## src/rtl/bullet_pkg.sv

```systemverilog
`default_nettype none
// ============================================================================
//  Module      : bullet_pkg
//  Description : Shared types and constants for the multi-slot bullet pool:
//                direction encoding, coordinate width, screen bounds and the
//                spawn-position helper.
//  Revision    : 1.0 - initial release
// ============================================================================
package bullet_pkg;

  localparam int COORD_W      = 10;
  localparam int SCREEN_X_MAX = 639;
  localparam int SCREEN_Y_MAX = 479;

  typedef enum logic [1:0] {
    DIR_UP    = 2'b00,
    DIR_DOWN  = 2'b01,
    DIR_LEFT  = 2'b10,
    DIR_RIGHT = 2'b11
  } dir_t;

  // Centre a bullet on the tank along one axis. The sum is formed in 11-bit
  // two's complement; a negative result (small tank near the origin) clamps
  // to column/row 0.
  function automatic logic [COORD_W-1:0] spawn_coord(
    input logic [COORD_W-1:0] pos,
    input logic [COORD_W-1:0] size,
    input int                 half_bullet
  );
    logic [COORD_W-1:0] half_size;
    logic [COORD_W:0]   sum;
    half_size = size >> 1;
    sum = {1'b0, pos} + {1'b0, half_size} - (COORD_W+1)'(half_bullet);
    return sum[COORD_W] ? '0 : sum[COORD_W-1:0];
  endfunction

endpackage
`default_nettype wire

```

## src/rtl/bullet_slot.sv

```systemverilog
`default_nettype none
// ============================================================================
//  Module      : bullet_slot
//  Description : One projectile slot. Holds position, direction and valid
//                flag; on a launch strobe it loads the spawn state, otherwise
//                an active slot is killed by hit, retires at the screen edge,
//                or advances STEP pixels per frame.
//  Revision    : 1.0 - initial release
// ============================================================================
module bullet_slot
  import bullet_pkg::*;
#(
  parameter int STEP     = 5,
  parameter int X_MAX    = SCREEN_X_MAX,
  parameter int Y_MAX    = SCREEN_Y_MAX,
  parameter int BULLET_W = 8,
  parameter int BULLET_H = 8
) (
  input  logic               frame_clk,
  input  logic               Reset,
  input  logic               i_launch,
  input  logic [COORD_W-1:0] i_spawn_x,
  input  logic [COORD_W-1:0] i_spawn_y,
  input  dir_t               i_spawn_dir,
  input  logic               i_hit,
  output logic               o_active,
  output logic               o_active_nxt,
  output logic [COORD_W-1:0] o_x,
  output logic [COORD_W-1:0] o_y,
  output dir_t               o_dir
);

  // Edge comparisons use two guard bits so x + size + STEP cannot wrap.
  localparam int                 c_EXT_W    = COORD_W + 2;
  localparam logic [c_EXT_W-1:0] c_STEP_EXT = c_EXT_W'(STEP);
  localparam logic [c_EXT_W-1:0] c_DOWN_ADD = c_EXT_W'(BULLET_H + STEP);
  localparam logic [c_EXT_W-1:0] c_RIGHT_ADD = c_EXT_W'(BULLET_W + STEP);
  localparam logic [c_EXT_W-1:0] c_X_MAX    = c_EXT_W'(X_MAX);
  localparam logic [c_EXT_W-1:0] c_Y_MAX    = c_EXT_W'(Y_MAX);
  localparam logic [COORD_W-1:0] c_STEP     = COORD_W'(STEP);

  logic               r_active;
  logic [COORD_W-1:0] r_x;
  logic [COORD_W-1:0] r_y;
  dir_t               r_dir;

  logic               w_active_nxt;
  logic [COORD_W-1:0] w_x_nxt;
  logic [COORD_W-1:0] w_y_nxt;
  dir_t               w_dir_nxt;
  logic               w_at_edge;
  logic [c_EXT_W-1:0] w_x_ext;
  logic [c_EXT_W-1:0] w_y_ext;

  assign w_x_ext = {2'b00, r_x};
  assign w_y_ext = {2'b00, r_y};

  // Would one more step carry the bullet past the screen edge it is heading to?
  always_comb begin
    w_at_edge = 1'b0;
    case (r_dir)
      DIR_UP:    w_at_edge = (w_y_ext < c_STEP_EXT);
      DIR_DOWN:  w_at_edge = ((w_y_ext + c_DOWN_ADD) > c_Y_MAX);
      DIR_LEFT:  w_at_edge = (w_x_ext < c_STEP_EXT);
      DIR_RIGHT: w_at_edge = ((w_x_ext + c_RIGHT_ADD) > c_X_MAX);
      default:   w_at_edge = 1'b0;
    endcase
  end

  // Next-state: launch load, then hit / edge retirement, then movement.
  // A launch is only ever issued to a free slot, so it never races a hit.
  always_comb begin
    w_active_nxt = r_active;
    w_x_nxt      = r_x;
    w_y_nxt      = r_y;
    w_dir_nxt    = r_dir;
    if (i_launch) begin
      w_active_nxt = 1'b1;
      w_x_nxt      = i_spawn_x;
      w_y_nxt      = i_spawn_y;
      w_dir_nxt    = i_spawn_dir;
    end else if (r_active) begin
      if (i_hit || w_at_edge) begin
        w_active_nxt = 1'b0;
      end else begin
        case (r_dir)
          DIR_UP:    w_y_nxt = r_y - c_STEP;
          DIR_DOWN:  w_y_nxt = r_y + c_STEP;
          DIR_LEFT:  w_x_nxt = r_x - c_STEP;
          DIR_RIGHT: w_x_nxt = r_x + c_STEP;
          default:   w_x_nxt = r_x;
        endcase
      end
    end
  end

  // Slot state register, cleared asynchronously by Reset.
  always_ff @(posedge frame_clk or posedge Reset) begin
    if (Reset) begin
      r_active <= 1'b0;
      r_x      <= '0;
      r_y      <= '0;
      r_dir    <= DIR_UP;
    end else begin
      r_active <= w_active_nxt;
      r_x      <= w_x_nxt;
      r_y      <= w_y_nxt;
      r_dir    <= w_dir_nxt;
    end
  end

  assign o_active     = r_active;
  assign o_active_nxt = w_active_nxt;
  assign o_x          = r_x;
  assign o_y          = r_y;
  assign o_dir        = r_dir;

endmodule
`default_nettype wire

```

## src/rtl/bullet_pool.sv

```systemverilog
`default_nettype none
// ============================================================================
//  Module      : bullet_pool
//  Description : Multi-slot projectile manager. Detects fire edges, enforces
//                the launch cooldown, allocates the lowest free slot, and
//                packs per-slot state for the renderer and collision logic.
//                Build option BULLET_AUTOFIRE_EN: when defined, holding fire
//                launches every frame the cooldown allows (no edge detect).
//  Revision    : 1.0 - initial release
// ============================================================================
module bullet_pool
  import bullet_pkg::*;
#(
  parameter int NUM_BULLETS = 4,
  parameter int STEP        = 5,
  parameter int X_MAX       = SCREEN_X_MAX,
  parameter int Y_MAX       = SCREEN_Y_MAX,
  parameter int BULLET_W    = 8,
  parameter int BULLET_H    = 8,
  parameter int COOLDOWN    = 8
) (
  input  logic                           frame_clk,
  input  logic                           Reset,
  input  logic                           fire,
  input  logic [COORD_W-1:0]             tank_x,
  input  logic [COORD_W-1:0]             tank_y,
  input  logic [COORD_W-1:0]             tank_sx,
  input  logic [COORD_W-1:0]             tank_sy,
  input  logic [1:0]                     dir,
  input  logic [NUM_BULLETS-1:0]         hit,
  output logic [NUM_BULLETS-1:0]         active,
  output logic [NUM_BULLETS*COORD_W-1:0] bullet_x,
  output logic [NUM_BULLETS*COORD_W-1:0] bullet_y,
  output logic [NUM_BULLETS*2-1:0]       bullet_dir,
  output logic                           fire_ack,
  output logic                           pool_full
);

  localparam int              c_CD_W     = $clog2(COOLDOWN + 2);
  localparam logic [c_CD_W-1:0] c_CD_LOAD = c_CD_W'(COOLDOWN);

  logic [c_CD_W-1:0]      r_cd;
  logic                   r_ack;
  logic                   r_full;
  logic                   w_fire_req;
  logic                   w_launch;
  logic [NUM_BULLETS-1:0] w_grant;
  logic [NUM_BULLETS-1:0] w_active;
  logic [NUM_BULLETS-1:0] w_active_nxt;
  logic [COORD_W-1:0]     w_spawn_x;
  logic [COORD_W-1:0]     w_spawn_y;
  dir_t                   w_spawn_dir;

`ifdef BULLET_AUTOFIRE_EN
  assign w_fire_req = fire;
`else
  logic r_fire_q;

  // Previous fire level for rising-edge detection.
  always_ff @(posedge frame_clk or posedge Reset) begin
    if (Reset) r_fire_q <= 1'b0;
    else       r_fire_q <= fire;
  end

  assign w_fire_req = fire & ~r_fire_q;
`endif

  assign w_spawn_x   = spawn_coord(tank_x, tank_sx, BULLET_W >> 1);
  assign w_spawn_y   = spawn_coord(tank_y, tank_sy, BULLET_H >> 1);
  assign w_spawn_dir = dir_t'(dir);

  // Free slots are judged on the registered mask, so a slot freed by a hit
  // this frame only becomes allocatable next frame.
  assign w_launch = w_fire_req & (r_cd == '0) & ~(&w_active);

  // One-hot grant to the lowest-index free slot.
  always_comb begin
    logic w_seen;
    w_seen  = 1'b0;
    w_grant = '0;
    for (int i = 0; i < NUM_BULLETS; i++) begin
      w_grant[i] = ~w_active[i] & ~w_seen;
      w_seen     = w_seen | ~w_active[i];
    end
  end

  // Cooldown: reload on launch, otherwise count down and stick at zero.
  always_ff @(posedge frame_clk or posedge Reset) begin
    if (Reset)               r_cd <= '0;
    else if (w_launch)       r_cd <= c_CD_LOAD;
    else if (r_cd != '0)     r_cd <= r_cd - 1'b1;
  end

  // One-frame launch acknowledge and registered full flag.
  always_ff @(posedge frame_clk or posedge Reset) begin
    if (Reset) begin
      r_ack  <= 1'b0;
      r_full <= 1'b0;
    end else begin
      r_ack  <= w_launch;
      r_full <= &w_active_nxt;
    end
  end

  generate
    for (genvar gi = 0; gi < NUM_BULLETS; gi++) begin : g_slot
      logic [COORD_W-1:0] w_x;
      logic [COORD_W-1:0] w_y;
      dir_t               w_dir;

      bullet_slot #(
        .STEP     (STEP),
        .X_MAX    (X_MAX),
        .Y_MAX    (Y_MAX),
        .BULLET_W (BULLET_W),
        .BULLET_H (BULLET_H)
      ) u_slot (
        .frame_clk    (frame_clk),
        .Reset        (Reset),
        .i_launch     (w_launch & w_grant[gi]),
        .i_spawn_x    (w_spawn_x),
        .i_spawn_y    (w_spawn_y),
        .i_spawn_dir  (w_spawn_dir),
        .i_hit        (hit[gi]),
        .o_active     (w_active[gi]),
        .o_active_nxt (w_active_nxt[gi]),
        .o_x          (w_x),
        .o_y          (w_y),
        .o_dir        (w_dir)
      );

      assign bullet_x[gi*COORD_W +: COORD_W] = w_x;
      assign bullet_y[gi*COORD_W +: COORD_W] = w_y;
      assign bullet_dir[gi*2 +: 2]           = w_dir;
    end
  endgenerate

  assign active    = w_active;
  assign fire_ack  = r_ack;
  assign pool_full = r_full;

endmodule
`default_nettype wire

```

## config.mk

```make
export PLATFORM = sky130hd
export DESIGN_NAME = bullet_pool
export DESIGN_NICKNAME = d
export VERILOG_FILES = /design/src/rtl/bullet_pkg.sv /design/src/rtl/bullet_slot.sv /design/src/rtl/bullet_pool.sv
export SDC_FILE = /design/constraint.sdc
export NUM_CORES = 1
export LEC_CHECK = 0
export BUFFER_PORTS_ARGS = -buffer_cell sky130_fd_sc_hd__clkbuf_2
export CAP_MARGIN = 20
export CORE_ASPECT_RATIO = 1.5
export CORE_MARGIN = 5
export CORE_UTILIZATION = 55
export DETAILED_ROUTE_END_ITERATION = 12
export MAX_ROUTING_LAYER = met4
export PLACE_DENSITY = 0.77
export SYNTH_ARGS = -nofsm -noshare
export SYNTH_HDL_FRONTEND = slang
export SYNTH_SLANG_ARGS = --single-unit
```

## constraint.sdc

```tcl
create_clock -name frame_clk -period 7.86 [get_ports frame_clk]
set_input_delay 0.393 -clock frame_clk [delete_from_list [all_inputs] [get_ports frame_clk]]
set_output_delay 0.393 -clock frame_clk [all_outputs]
set_load 0.01 [all_outputs]
```

# Word-level counts from Yosys, hierarchy flattened
# Index checks and enable logic that the tools add are counted.
dict set report word_totals {
  ff_bits 99
  latchBits 0
  mem_bits_rw 0
  romBits 0
  in_bits 49
  out_inout_bits 94
  word_cells 186
  memories 0
}
dict set report classes {
  n_addsub 29
  n_mul 0
  div 0
  order_cmp 16
  n_eq_ne 16
  n_shift 0
  muxes 52
  bitwise 20
  n_reduce_logical 33
}
# cell count
set ops {}
lappend ops {{10-bit 2-to-1 mux} 26}
lappend ops {{10-bit one-hot mux with 2 select lines} 8}
lappend ops {{10-bit by 4-bit adder with 11-bit output, second input constant} 8}
lappend ops {{10-bit by 3-bit adder with 10-bit output, second input constant} 8}
lappend ops {{10-bit by 3-bit less-than comparator with 1-bit output, second input constant} 8}
lappend ops {{10-bit by 3-bit subtractor with 10-bit output, second input constant} 8}
lappend ops {{12-bit by 10-bit > comparator with 1-bit output, second input constant} 4}
lappend ops {{12-bit by 9-bit > comparator with 1-bit output, second input constant} 4}
lappend ops {{3-bit AND reduction} 8}
lappend ops {{3-bit nonzero test} 8}
lappend ops {{10-bit by 9-bit adder with 11-bit output} 2}
lappend ops {{11-bit by 3-bit subtractor with 11-bit output, second input constant} 2}
lappend ops {{2-bit == test, second input constant} 8}
lappend ops {{1-bit one-hot mux with 4 select lines} 4}
lappend ops {{1-bit 2-to-1 mux} 12}
lappend ops {{1-bit AND} 10}
lappend ops {{2-bit nonzero test} 5}
lappend ops {{2-bit by 1-bit == test with 1-bit output, second input constant} 4}
lappend ops {{2-bit logical NOT} 4}
lappend ops {{4-bit 2-to-1 mux} 2}
lappend ops {{2-bit by 1-bit != test with 1-bit output, second input constant} 4}
lappend ops {{1-bit inverter} 8}
lappend ops {{4-bit AND reduction} 2}
lappend ops {{4-bit logical NOT} 1}
lappend ops {{other kinds (4)} 8}

# Logic depth before layout (Yosys ltp)
dict set report logic_depth {
  word_depth 8
  depth_mapped 12
  ltp_nobuf 11
}

# Modules after synthesis
# From an unflattened synthesis, not the netlist that was laid out.
dict set report unflattened {
  cells_unflattened 1285
  hier_area_um2 10201.0
}
# mod n_inst cells_per_inst area_per_inst_um2 seq_area_each_um2
set by_module_without_submodules {}
lappend by_module_without_submodules {{bullet_slot at g_slot[2].u_slot ...} 2 257 2087.0 575.6}
lappend by_module_without_submodules {{bullet_slot at g_slot[0].u_slot} 1 272 2213.4 575.6}
lappend by_module_without_submodules {{bullet_slot at g_slot[1].u_slot} 1 262 2089.5 575.6}
lappend by_module_without_submodules {bullet_pool 1 237 1724.2 175.2}

# Worst setup path before layout
# No wires, ideal clock.
dict set report synth_path {
  kind {input to register}
  from {input port tank_x[2]}
  to {register g_slot[0].u_slot.r_x[1]}
  setup_time_ns 0.077
  arrival_ns 2.689
  required_time_ns 7.783
  setup_slack_ns 5.093
  stages 12
  n_path_buf 2
  cell_sequence {inv_1 ha_1 inv_1 ha_1 a21oi_1 o2111ai_1 a2111o_1 nand3_1 clkbuf_1 clkbuf_1 a21oi_1 a21oi_1}
}
dict set report synth_via {
  elab_chain_cells 4
}
# element line_no
set synth_lines {}
lappend synth_lines {{start: declaration} bullet_pool.sv:25} ;# input logic [COORD_W-1:0] tank_x,
lappend synth_lines {{10-bit by 9-bit adder with 11-bit output} bullet_pkg.sv:33} ;# sum = {1'b0, pos} + {1'b0, half_size} - (COORD_W+1)'(half_bullet);
lappend synth_lines {{11-bit by 3-bit subtractor with 11-bit output} bullet_pkg.sv:33}
lappend synth_lines {{10-bit 2-to-1 mux} bullet_pkg.sv:34} ;# return sum[COORD_W] ? '0 : sum[COORD_W-1:0];
lappend synth_lines {{10-bit 2-to-1 mux} bullet_slot.sv:77} ;# if (i_launch) begin
lappend synth_lines {{end signal: assignment} bullet_slot.sv:106} ;# r_x <= w_x_nxt;
lappend synth_lines {{end: declaration} bullet_slot.sv:43} ;# logic [COORD_W-1:0] r_x;
# No other way between the ends.
# A chain may end at the register's enable or synchronous reset.

# Final worst setup path
dict set report layout_path {
  from {input port tank_y[2]}
  to {register g_slot[1].u_slot.r_y[3]}
}
dict set report layout_via {
  elab_chain_cells 4
}
# element line_no
set layout_lines {}
lappend layout_lines {{start: declaration} bullet_pool.sv:26} ;# input logic [COORD_W-1:0] tank_y,
lappend layout_lines {{10-bit by 9-bit adder with 11-bit output} bullet_pkg.sv:33}
lappend layout_lines {{11-bit by 3-bit subtractor with 11-bit output} bullet_pkg.sv:33}
lappend layout_lines {{10-bit 2-to-1 mux} bullet_pkg.sv:34}
lappend layout_lines {{10-bit 2-to-1 mux} bullet_slot.sv:77}
lappend layout_lines {{end signal: assignment} bullet_slot.sv:107} ;# r_y <= w_y_nxt;
lappend layout_lines {{end: declaration} bullet_slot.sv:44} ;# logic [COORD_W-1:0] r_y;
# No other way between the ends.

==> impl_results.md <==
- Largest net degree at the start of global routing: 62
- Flip-flop and latch count after synthesis: 99
- Post-DR wirelength/cell: 17.1 um
- Met2 track demand over resource: 46.5%
- CTS hold repair buffers: 0
- Fraction of the yosys area taken by sequential cells: 28.1%
- Unrepaired setup endpoints after global routing: no
- Layout overhead on the synthesized area: 11.3%
- Number of enable flip-flop cells after synthesis: 0
- Syn_nets: 1251
- Die height: 165 um
- Post-synth ARST share: 100%
- Required time reported for the critical path endpoint: 8.14 ns
- Leakage power summed over all cells: 4.62 nW
- First-pass GRT wire length: 39400 um
- Synthesized area: 8820 um^2
- Number of CTS-inserted buffers: 9
- Number of buffers added for setup after CTS: 0
- Final TNS setup: 0 ns
- Layer carrying the most global-route usage: met2
- Setup crit end kind: register
- Die Area: 18700 um^2
- Start of the worst register-to-register path: g_slot[0].u_slot.o_y[0]
- Root Buffer: sky130_fd_sc_hd__clkbuf_16
- Top FF cell, synth: sky130_fd_sc_hd__dfrtp_1
- Library cells used by synthesis: 80
- Number of cell rows: 56
- GRT met3 Usage: 3.97%
- H-tree depth: 3
- Ratio of cells with drive above 1 in the final layout: 14.8%
- Worst-case reg-to-reg path depth: 9
- Outcome: completed
- Count of buffers from port buffering: 140
- Total global-route track usage: 26.7%
- Number of global-route vias before repair: 7898
- Headroom to the max-slew limit: 32.2%
- Setup crit start kind: input pin
- Post-layout instance area: 9820 um^2
- Final hold violation count: 0
- Die width: 113 um
- Yosys warning total: 0
- Number of design rule violations left after detail routing: 0
- Critical path's largest stage delay: 0.90 ns
- Number of max-slew violations in the final report: 0
- Detailed Route Iter0 Violations: 669
- Mean area per synthesized cell: 7.70 um^2
- Met1 track demand over resource: 31.8%
- Cell with the biggest individual delay on the critical path: sky130_fd_sc_hd__nor3b_1
- Synthesized netlist cell count: 1146
- Final-report setup violation count: 0
- Total number of vias: 8799
- Detailed placer's ending HPWL: 18500 um
- Antenna Cells: 0
- Critical Path AT: 3.79 ns
- Maximum clock skew at final layout: 0.00838 ns
- Crit path cell chain: clkbuf_2 -> inv_1 -> ha_1 -> inv_1 -> ha_1 -> a21oi_1 -> o2111ai_1 -> a211o_1 -> nand3_1 -> nor3b_1 -> nor2_1 -> a21oi_1
- Clock net sink count: 99
- Wirelength, routed: 24600 um
- Core utilization of the finished layout: 62.6%
- Period Utilization, post-route: 44.6%
- Critical path fanouts, max: 17
- Final min period: 3.51 ns
- Clock latency of the later-clocked register in the worst-skew pair: 0.37 ns
- Number of violations of the max-capacitance limit: 0
- Number of nets in the finished design: 1331
- Measured slew at the worst slew-check pin: 1.02 ns
- Maximum buffer depth of the clock tree: 2
- Reg area: 2480 um^2
- Class of the most critical setup path: input pin to register
- Via/cell ratio: 6.14
- Total power density per cell area: 224 nW/um^2
- Register-to-register setup slack: 4.73 ns
- Starting density of the core: 56.2%
- DRT Pass-1 Iters: 5
- PnR Total Power: 2.20 mW
- Path class of the lowest-slack min-delay path: input pin to async pin
- Detail Route Antenna Nets: 0
- Hold Worst Slack: 0.0482 ns
- CTS tree: built
- # fillers: 1480
- Core ar.: 15700 um^2
- Count of cells resized by post-cts repair: 0
- Post-placement cell area: 9470 um^2
- Peak clock frequency supported by timing: 285 MHz
- GPL Wtd Cong: 0.921
- Area of combinational cells with multiple inputs: 5640 um^2
- Final global-route overflow total: 0
- Peak supply drop: 133 uV
- Number of top-level pins: 143
- Reg-to-Reg End: g_slot[0].u_slot.o_x[7]
- Clock-pin slew of the registers on the worst-case setup and hold paths: 0.07 ns
- Number of antenna violations at the first check in global routing: 0
worst max path at each step:
| stage | cells past startpoint | to | slack, ns | from |
|---|---|---|---|---|
| after detailed placement | 12 | g_slot[1].u_slot.o_y[3] | 4.05 | tank_y[2] |
| after floorplan | 1 | fire_ack | 4.88 | Reset |
| after global placement | 12 | g_slot[3].u_slot.o_x[3] | 4.08 | tank_x[2] |
| after global routing | 12 | g_slot[1].u_slot.o_y[3] | 4.22 | tank_y[2] |
| final | 12 | g_slot[1].u_slot.o_y[3] | 4.35 | tank_y[2] |
| after CTS | 12 | g_slot[1].u_slot.o_y[3] | 4.39 | tank_y[2] |
cell families (layout without fill, tap and decap cells):
group | after synthesis | count (layout) | share of synthesized area [%]
compound gates | 281 | 281 | 20.6
fa+ha+maj | 56 | 56 | 8.11
buf+inv | 172 | 257 | 7.97
simple gates | 442 | 442 | 25.2
xor+xnor | 70 | 70 | 6.95
flops | 99 | 99 | 28.1
mux | 26 | 26 | 3.06
through the flow:
stage	setup WS [ns]	cells
floorplan	4.88	1146
global placement	4.08	1416
detailed placement	4.05	1416
CTS	4.39	1432
global route	4.22	1434
finish	4.35	1434
final cells by class:
| cell class | instances | share of cell area [%] |
|---|---|---|
| Sequential cell | 99 | 25.2 |
| Clock inverter | 7 | 0.739 |
| Multi-Input combinational cell | 875 | 57.5 |
| Tap cell | 203 | 2.59 |
| Inverter | 95 | 3.66 |
| Timing Repair Buffer | 146 | 8.00 |
| Clock buffer | 9 | 2.29 |
worst max-delay path: cells and delay by family:
family / cells / cell delay (ns)
buffers and inverters: 3 / 0.16
AO/OA/AOI/OAI: 4 / 0.98
AND/OR/NAND/NOR: 3 / 1.65
adder cells (fa/ha/maj): 2 / 0.61
flip-flops by register name, indices dropped and copies added (netlist names):
register,flops
g_slot.u_slot.o_x,40
g_slot.u_slot.o_y,40
g_slot.u_slot.o_dir,8
g_slot.u_slot.o_active,4
r_cd,4
fire_ack,1
pool_full,1
r_fire_q,1
power by group:
group | total (mW) | internal (mW) | switching (mW)
combinational | 0.904 | 0.393 | 0.511
sequential | 0.845 | 0.611 | 0.234
clock | 0.449 | 0.224 | 0.224
total | 2.20 | 1.23 | 0.969
cells in the mapped netlist (10+ instances only):
| cell | instances | area, um^2 |
|---|---|---|
| sky130_fd_sc_hd__a21oi_1 | 101 | 505 |
| sky130_fd_sc_hd__a31oi_1 | 14 | 87.6 |
| sky130_fd_sc_hd__and2_1 | 11 | 68.8 |
| sky130_fd_sc_hd__and3_1 | 18 | 113 |
| sky130_fd_sc_hd__buf_2 | 13 | 65.1 |
| sky130_fd_sc_hd__clkbuf_1 | 54 | 203 |
| sky130_fd_sc_hd__dfrtp_1 | 99 | 2480 |
| sky130_fd_sc_hd__ha_1 | 54 | 676 |
| sky130_fd_sc_hd__inv_1 | 95 | 357 |
| sky130_fd_sc_hd__mux2i_1 | 18 | 180 |
| sky130_fd_sc_hd__nand2_1 | 101 | 379 |
| sky130_fd_sc_hd__nand2b_1 | 18 | 113 |
| sky130_fd_sc_hd__nand3_1 | 47 | 235 |
| sky130_fd_sc_hd__nand4_1 | 10 | 62.6 |
| sky130_fd_sc_hd__nor2_1 | 100 | 375 |
| sky130_fd_sc_hd__nor2b_1 | 16 | 100 |
| sky130_fd_sc_hd__nor3_1 | 47 | 235 |
| sky130_fd_sc_hd__nor4_1 | 16 | 100 |
| sky130_fd_sc_hd__o211ai_1 | 25 | 188 |
| sky130_fd_sc_hd__o21ai_0 | 50 | 250 |
| sky130_fd_sc_hd__or3_1 | 16 | 100 |
| sky130_fd_sc_hd__xnor2_1 | 51 | 447 |
| sky130_fd_sc_hd__xor2_1 | 19 | 166 |
cell usage in the layout, fill, tap and decap left out, types with 5 or more instances in the layout:
cell type,count
sky130_fd_sc_hd__a211o_1,9
sky130_fd_sc_hd__a211oi_1,9
sky130_fd_sc_hd__a21oi_1,101
sky130_fd_sc_hd__a311oi_1,5
sky130_fd_sc_hd__a31oi_1,14
sky130_fd_sc_hd__and2_1,11
sky130_fd_sc_hd__and3_1,18
sky130_fd_sc_hd__and4_1,5
sky130_fd_sc_hd__clkbuf_16,9
sky130_fd_sc_hd__clkbuf_2,140
sky130_fd_sc_hd__dfrtp_1,99
sky130_fd_sc_hd__ha_1,54
sky130_fd_sc_hd__inv_1,94
sky130_fd_sc_hd__mux2_2,8
sky130_fd_sc_hd__mux2i_1,18
sky130_fd_sc_hd__nand2_1,101
sky130_fd_sc_hd__nand2b_1,18
sky130_fd_sc_hd__nand3_1,47
sky130_fd_sc_hd__nand4_1,10
sky130_fd_sc_hd__nor2_1,100
sky130_fd_sc_hd__nor2b_1,16
sky130_fd_sc_hd__nor3_1,47
sky130_fd_sc_hd__nor3b_1,9
sky130_fd_sc_hd__nor4_1,16
sky130_fd_sc_hd__o2111ai_1,7
sky130_fd_sc_hd__o211ai_1,25
sky130_fd_sc_hd__o21a_1,6
sky130_fd_sc_hd__o21ai_0,50
sky130_fd_sc_hd__o41ai_1,5
sky130_fd_sc_hd__or3_1,16
sky130_fd_sc_hd__xnor2_1,51
sky130_fd_sc_hd__xor2_1,19
layer usage:
metal,part of all wire [%],routed length [um]
met5,0,0
met4,2.4,595
met3,5.6,1390
met2,51,12500
met1,41,10100
Power figures use the tool's default switching activity.
